$ cat src/rtl/regfile_pkg.sv
// Shared widths, opcodes and pipeline-stage records for the register-file controller.
package regfile_pkg;

   localparam int DATA_W = 16;
   localparam int ADDR_W = 4;

   typedef logic [2:0]        op_t;
   typedef logic [DATA_W-1:0] data_t;
   typedef logic [ADDR_W-1:0] addr_t;

   localparam op_t OP_NOP = 3'd0;
   localparam op_t OP_ADD = 3'd1;
   localparam op_t OP_SUB = 3'd2;
   localparam op_t OP_AND = 3'd3;
   localparam op_t OP_OR  = 3'd4;
   localparam op_t OP_XOR = 3'd5;
   localparam op_t OP_LDI = 3'd6;
   localparam op_t OP_MOV = 3'd7;

   typedef struct packed {
      logic  vld;
      op_t   op;
      addr_t dst;
      data_t a;
      data_t b;
      data_t imm;
   } ex_t;

   typedef struct packed {
      logic  vld;
      logic  wr;
      addr_t dst;
      data_t dat;
   } wb_t;

   function automatic logic writes_back(input op_t op);
      return op != OP_NOP;
   endfunction

endpackage

$ cat src/rtl/regfile_ctrl_if.sv
// Command, register-file and result signals of the controller; slave = controller side.
interface regfile_ctrl_if;
   import regfile_pkg::*;

   logic  cmdValid;
   logic  cmdReady;
   op_t   cmdOp;
   addr_t cmdDst;
   addr_t cmdSrcA;
   addr_t cmdSrcB;
   data_t cmdImm;
   logic  hold;

   addr_t readAddrA;
   addr_t readAddrB;
   data_t readDataA;
   data_t readDataB;

   logic  writeEnable;
   addr_t writeAddr;
   data_t writeData;

   logic  resValid;
   data_t resData;

   modport slave (
      input  cmdValid, cmdOp, cmdDst, cmdSrcA, cmdSrcB, cmdImm, hold,
      input  readDataA, readDataB,
      output cmdReady, readAddrA, readAddrB,
      output writeEnable, writeAddr, writeData, resValid, resData
   );

   modport master (
      output cmdValid, cmdOp, cmdDst, cmdSrcA, cmdSrcB, cmdImm, hold,
      output readDataA, readDataB,
      input  cmdReady, readAddrA, readAddrB,
      input  writeEnable, writeAddr, writeData, resValid, resData
   );

endinterface

$ cat src/rtl/regfile_alu.sv
// Combinational ALU: op/a/b/imm -> result, zero latency, arithmetic modulo 2^DATA_W.
module regfile_alu
   import regfile_pkg::*;
(
   input  op_t   op,
   input  data_t a,
   input  data_t b,
   input  data_t imm,
   output data_t result
);

   always_comb begin
      result = '0;
      case (op)
         OP_ADD:  result = a + b;
         OP_SUB:  result = a - b;
         OP_AND:  result = a & b;
         OP_OR:   result = a | b;
         OP_XOR:  result = a ^ b;
         OP_LDI:  result = imm;
         OP_MOV:  result = a;
         default: result = '0;
      endcase
   end

endmodule

$ cat src/rtl/regfile_ctrl.sv
// ACC -> EX -> WB pipeline in front of a 2R/1W register file; write 2 cycles after accept.
// Only back-pressure is hold, which freezes EX/WB and suppresses the write while forwarding stays live.
module regfile_ctrl (
   input  logic           CLK,
   input  logic           nRST,
   regfile_ctrl_if.slave  bus
);
   import regfile_pkg::*;

   ex_t   ex_q;
   wb_t   wb_q;
   data_t ex_res;
   data_t opnd_a;
   data_t opnd_b;
   logic  advance;

   assign advance       = !bus.hold;
   assign bus.cmdReady  = advance;
   assign bus.readAddrA = bus.cmdSrcA;
   assign bus.readAddrB = bus.cmdSrcB;

   regfile_alu u_alu (
      .op     (ex_q.op),
      .a      (ex_q.a),
      .b      (ex_q.b),
      .imm    (ex_q.imm),
      .result (ex_res)
   );

   // Youngest producer wins: EX result, then the pending WB write, then the file itself.
   function automatic data_t fwd(input addr_t src, input data_t rf_dat,
                                 input ex_t ex, input data_t ex_dat, input wb_t wb);
      data_t v;
      if (ex.vld && writes_back(ex.op) && ex.dst == src)
         v = ex_dat;
      else if (wb.vld && wb.wr && wb.dst == src)
         v = wb.dat;
      else
         v = rf_dat;
      return v;
   endfunction

   always_comb begin
      opnd_a = fwd(bus.cmdSrcA, bus.readDataA, ex_q, ex_res, wb_q);
      opnd_b = fwd(bus.cmdSrcB, bus.readDataB, ex_q, ex_res, wb_q);
   end

   always_ff @(posedge CLK or negedge nRST) begin
      if (!nRST) begin
         ex_q <= '0;
         wb_q <= '0;
      end else if (advance) begin
         ex_q.vld <= bus.cmdValid;
         if (bus.cmdValid) begin
            ex_q.op  <= bus.cmdOp;
            ex_q.dst <= bus.cmdDst;
            ex_q.a   <= opnd_a;
            ex_q.b   <= opnd_b;
            ex_q.imm <= bus.cmdImm;
         end
         wb_q.vld <= ex_q.vld;
         wb_q.wr  <= ex_q.vld && writes_back(ex_q.op);
         // Bubbles leave the last address/data on the write port untouched.
         if (ex_q.vld) begin
            wb_q.dst <= ex_q.dst;
            wb_q.dat <= ex_res;
         end
      end
   end

   assign bus.writeEnable = wb_q.vld && wb_q.wr && advance;
   assign bus.writeAddr   = wb_q.dst;
   assign bus.writeData   = wb_q.dat;
   assign bus.resValid    = bus.writeEnable;
   assign bus.resData     = wb_q.dat;

endmodule

$ cat src/flat_wrapper.sv
// flat-port wrapper written by rule: the top's interface ports become plain ports
module regfile_ctrl_flat import regfile_pkg::*;
  (CLK, nRST, bus_cmdValid, bus_cmdOp, bus_cmdDst, bus_cmdSrcA, bus_cmdSrcB, bus_cmdImm, bus_hold, bus_readDataA, bus_readDataB, bus_cmdReady, bus_readAddrA, bus_readAddrB, bus_writeEnable, bus_writeAddr, bus_writeData, bus_resValid, bus_resData);
  regfile_ctrl_if bus_i ();
  input  logic CLK;
  input  logic nRST;
  input wire logic [$bits(bus_i.cmdValid)-1:0] bus_cmdValid;
  input wire logic [$bits(bus_i.cmdOp)-1:0] bus_cmdOp;
  input wire logic [$bits(bus_i.cmdDst)-1:0] bus_cmdDst;
  input wire logic [$bits(bus_i.cmdSrcA)-1:0] bus_cmdSrcA;
  input wire logic [$bits(bus_i.cmdSrcB)-1:0] bus_cmdSrcB;
  input wire logic [$bits(bus_i.cmdImm)-1:0] bus_cmdImm;
  input wire logic [$bits(bus_i.hold)-1:0] bus_hold;
  input wire logic [$bits(bus_i.readDataA)-1:0] bus_readDataA;
  input wire logic [$bits(bus_i.readDataB)-1:0] bus_readDataB;
  output wire logic [$bits(bus_i.cmdReady)-1:0] bus_cmdReady;
  output wire logic [$bits(bus_i.readAddrA)-1:0] bus_readAddrA;
  output wire logic [$bits(bus_i.readAddrB)-1:0] bus_readAddrB;
  output wire logic [$bits(bus_i.writeEnable)-1:0] bus_writeEnable;
  output wire logic [$bits(bus_i.writeAddr)-1:0] bus_writeAddr;
  output wire logic [$bits(bus_i.writeData)-1:0] bus_writeData;
  output wire logic [$bits(bus_i.resValid)-1:0] bus_resValid;
  output wire logic [$bits(bus_i.resData)-1:0] bus_resData;
  assign bus_i.cmdValid = bus_cmdValid;
  assign bus_i.cmdOp = bus_cmdOp;
  assign bus_i.cmdDst = bus_cmdDst;
  assign bus_i.cmdSrcA = bus_cmdSrcA;
  assign bus_i.cmdSrcB = bus_cmdSrcB;
  assign bus_i.cmdImm = bus_cmdImm;
  assign bus_i.hold = bus_hold;
  assign bus_i.readDataA = bus_readDataA;
  assign bus_i.readDataB = bus_readDataB;
  assign bus_cmdReady = bus_i.cmdReady;
  assign bus_readAddrA = bus_i.readAddrA;
  assign bus_readAddrB = bus_i.readAddrB;
  assign bus_writeEnable = bus_i.writeEnable;
  assign bus_writeAddr = bus_i.writeAddr;
  assign bus_writeData = bus_i.writeData;
  assign bus_resValid = bus_i.resValid;
  assign bus_resData = bus_i.resData;
  regfile_ctrl u_core (.CLK(CLK), .nRST(nRST), .bus(bus_i));
endmodule
$ cat config.mk
export PLATFORM = sky130hd
export DESIGN_NAME = regfile_ctrl_flat
export DESIGN_NICKNAME = d
export VERILOG_FILES = /design/src/rtl/regfile_pkg.sv /design/src/rtl/regfile_ctrl_if.sv /design/src/rtl/regfile_alu.sv /design/src/rtl/regfile_ctrl.sv /design/src/flat_wrapper.sv
export SDC_FILE = /design/constraint.sdc
export NUM_CORES = 1
export LEC_CHECK = 0
export CAP_MARGIN = 0
export CORE_ASPECT_RATIO = 1.5
export CORE_MARGIN = 4
export CORE_UTILIZATION = 45
export CTS_BUF_LIST = sky130_fd_sc_hd__clkbuf_8
export DETAILED_ROUTE_END_ITERATION = 10
export PLACE_DENSITY = 0.75
export SLEW_MARGIN = 10
export SYNTH_ARGS = -nofsm -noshare
export SYNTH_HDL_FRONTEND = slang
export SYNTH_SLANG_ARGS = --single-unit
$ cat constraint.sdc
create_clock -name CLK -period 4.4 [get_ports CLK]
set_clock_uncertainty 0.05 [all_clocks]
set_input_delay 0.66 -clock CLK [delete_from_list [all_inputs] [get_ports CLK]]
set_output_delay 0.66 -clock CLK [all_outputs]
set_load 0.005 [all_outputs]
==> results.toml <==
[layout]
syn_to_final_growth_pct = 18.20
final_area_mm2 = 0.007580
antennaDiodeCount = 0
finalNetCount = 909
most-common-layout-cells = "nand2_1, clkdlybuf4s50_1, dfrtp_1"
final_common_cell = "nand2_1"
drive_above_1_share_pct = 9.023
fill_cells = 1289

[clock_network]
insertion_delay_ns = 0.37
tritoncts = "done"
clk_path_buf_depth = 2
clkSinkCount = 78
postCtsSetupRepairBufs = 0
cts_hold_buf = 0
clock-root-buffer = "clkbuf_8"
cts_made_buffers = 9
clkTransAtPathRegs_ns = 0.08
post_cts_resized = 0
htreeDepth = 3

[critical_path]
worst-path-max-fanout = 18
crit_type = "flop to flop"
cp_slowest_cell = "dfrtp_1"
cp-start-kind = "flop"
cp-end-kind = "flop"
arrival_ns = 3.95
critPathMaxStageDelay_ns = 0.58
crit_required_ns = 4.60
crit_chain = "nor2b_1 -> nand2b_1 -> o21ai_0 -> inv_1 -> ha_1 -> nor2b_1 -> o21a_1 -> o211ai_1 -> a31oi_1 -> xnor2_2 -> o211ai_1 -> a22o_1"

[timing]
fin_crit_ns = 3.751
rsz0062_at_grt = "no"
final-max-slew-violation-count = 0
fmax_ghz = 0.2666
hold_viol_final = 0
hold-worst-slack_ns = 0.3737
final-setup-viol-count = 0
finalSetupTns_ns = 0
relSlewSlack_pct = 33.75
tightest_slew_ns = 0.9914
min_period_over_period_pct = 85.24

[synthesis]
synth-seq-cells = 78
synth_seq_area_share_pct = 30.44
synth_top_cell_by_area = "dfrtp_1"
muxShareOfSynthArea_pct = 9.444
async_reset_ff_share_pct = 100.0
ys.flop_type = "dfrtp_1"
syn_inst = 738
synth_area_mm2 = 0.006412
synthDistinctLibCells = 67
postSynthAreaPerCell_um2 = 8.689
synth_area_leaders = "dfrtp_1, ha_1, nand2_1"
synth_simple_gate_area_share_pct = 14.24
synth_xor_area_share_pct = 5.717
synth_top_family_by_area = "compound AO/OA/AOI/OAI gates"
synthAdderAreaFrac_pct = 9.678
synth.net_count = 854
yosys_warnings = 0
yosysTopAreaCellShare_pct = 30.44
synth_compound_area_share_pct = 20.00
synth-edff-count = 0

[global_route]
met3_usage_pct = 2.505
grt_usage_pct = 21.35
grt_pass1_vias = 5493
grt_max_degree = 79
globalRouteOverflowTotal = 0
met2_usage_pct = 38.14
grt_util_met1_pct = 26.42
top_usage_layer = "met2"
antenna_found_initial = 0
grt_pass1_wl_um = 28010

[detailed_routing]
final_antenna_net_count = 0
dr.first_iter.drc_count = 438
wl_per_cell_um = 17.38
vias = 5466
drc = 0
via_per_inst = 5.521
routed_wl_um = 17210
firstDrtPassIters = 5

[run_status]
status = "finished clean"

[flow_run]
drv_cap = 0

[die]
die_w_um = 105.5
die-area_mm2 = 0.01626
coreArea_mm2 = 0.01399
initial_utilization_pct = 45.83
pin_count = 114
die_y_um = 154.2
row_count = 53

[place]
hpwl_um = 13240
post_dp_cell_area_mm2 = 0.007367
gp_congestion = 0.9781
port_buffers = 113

[power]
ir_drop_mv = 0.2522
power_density_mw_per_mm2 = 407.4
p_leak_nw = 3.495

[min_path]
hold_path.class = "input pin to async pin"
## worst max-delay path: cells and delay by family, from the launching register on
family | cells | cell delay, ns
AOI/OAI and AO/OA | 6 | 1.50
xor gates and xnor gates | 1 | 0.25
adders and majority gates | 1 | 0.29
buffers and inverters | 1 | 0.09
DFF | 1 | 0.58
and+or+nand+nor | 3 | 0.90
## layer usage
| layer | vias up | wire length [µm] | part of all wire (%) |
|---|---|---|---|
| met4 | 0 | 428 | 2.5 |
| met5 | - | 0 | 0 |
| met3 | 31 | 810 | 4.7 |
| met2 | 175 | 9024 | 52 |
| li1 | 2648 | - | - |
| met1 | 2612 | 6945 | 40 |
## synthesized netlist by cell type (all sizes together), types with 2 or more instances
library cell	number
nor3b	2
mux2i	26
o221ai	4
o21a	3
a21oi	30
nand3	3
buf	62
o211ai	14
a31oi	5
o41ai	2
a22o	19
o22ai	8
nor2b	7
nand4	5
ha	48
o21ai	63
a211o	5
nor2	31
a211oi	3
nor3	3
nand2b	12
or4	2
nand2	128
clkbuf	16
mux2	22
xnor2	30
and2	3
a31o	5
nor4	4
a41o	2
inv	47
a22oi	10
a21o	5
dfrtp	78
xor2	11
mux4	4
o31ai	3
## through the flow
stage	setup slack, ns	std cells	total power, W	util [%]
3_3_place_gp	0.8304	974	0.002461	52.65
4_1_cts	0.7088	990	0.003088	54.17
6_report	0.6494	990	0.003088	54.17
2_1_floorplan	1.122	738	0.002068	-
3_5_place_dp	0.7223	974	0.002483	52.65
5_1_grt	0.2884	990	0.003307	54.17
## where the power goes
| part | total, W | internal, W | switching [W] |
|---|---|---|---|
| registers | 0.00104 | 0.000848 | 0.000188 |
| clock network | 0.000602 | 0.000317 | 0.000285 |
| logic | 0.00145 | 0.000729 | 0.000721 |
## kinds of logic after synthesis
family                   Yosys count
AO/OA/AOI/OAI                    190
flip-flops                        78
buffers and inverters            125
adder cells (fa/ha/maj)           49
XOR/XNOR                          41
AND/OR/NAND/NOR                  203
multiplexers                      52
## worst paths after layout
| kind | slack (ns) | start | depth (start not counted) | end |
|---|---|---|---|---|
| max | 0.65 | u_core.ex_q[52] | 12 | u_core.ex_q[47] |
| max reg2reg | 0.65 | u_core.ex_q[52] | 12 | u_core.ex_q[47] |
| min | 0.37 | nRST | 1 | u_core.bus.resData[1] |
| min in group CLK | 0.44 | u_core.wb_q[21] | 2 | u_core.wb_q[21] |
| min reg2reg | 0.44 | u_core.wb_q[21] | 2 | u_core.wb_q[21] |
| max in group asynchronous | 3.26 | nRST | 1 | u_core.wb_q[21] |
## state kept, by name, indices dropped and copies added (netlist names)
register              cells
u_core.wb_q               2
u_core.bus.resData       16
u_core.bus.writeAddr      4
u_core.ex_q              56
## layout make-up
type	instances	area [µm²]	area share (%)
sequential	78	1952	25.75
multi-input combinational	535	3802	50.17
clock inverter	7	88.84	1.172
timing repair buffer	122	1196	15.78
tap	192	240.2	3.169
clock buffer	9	123.9	1.634
inverter	47	176.4	2.327
Power figures use the tool's default switching activity.
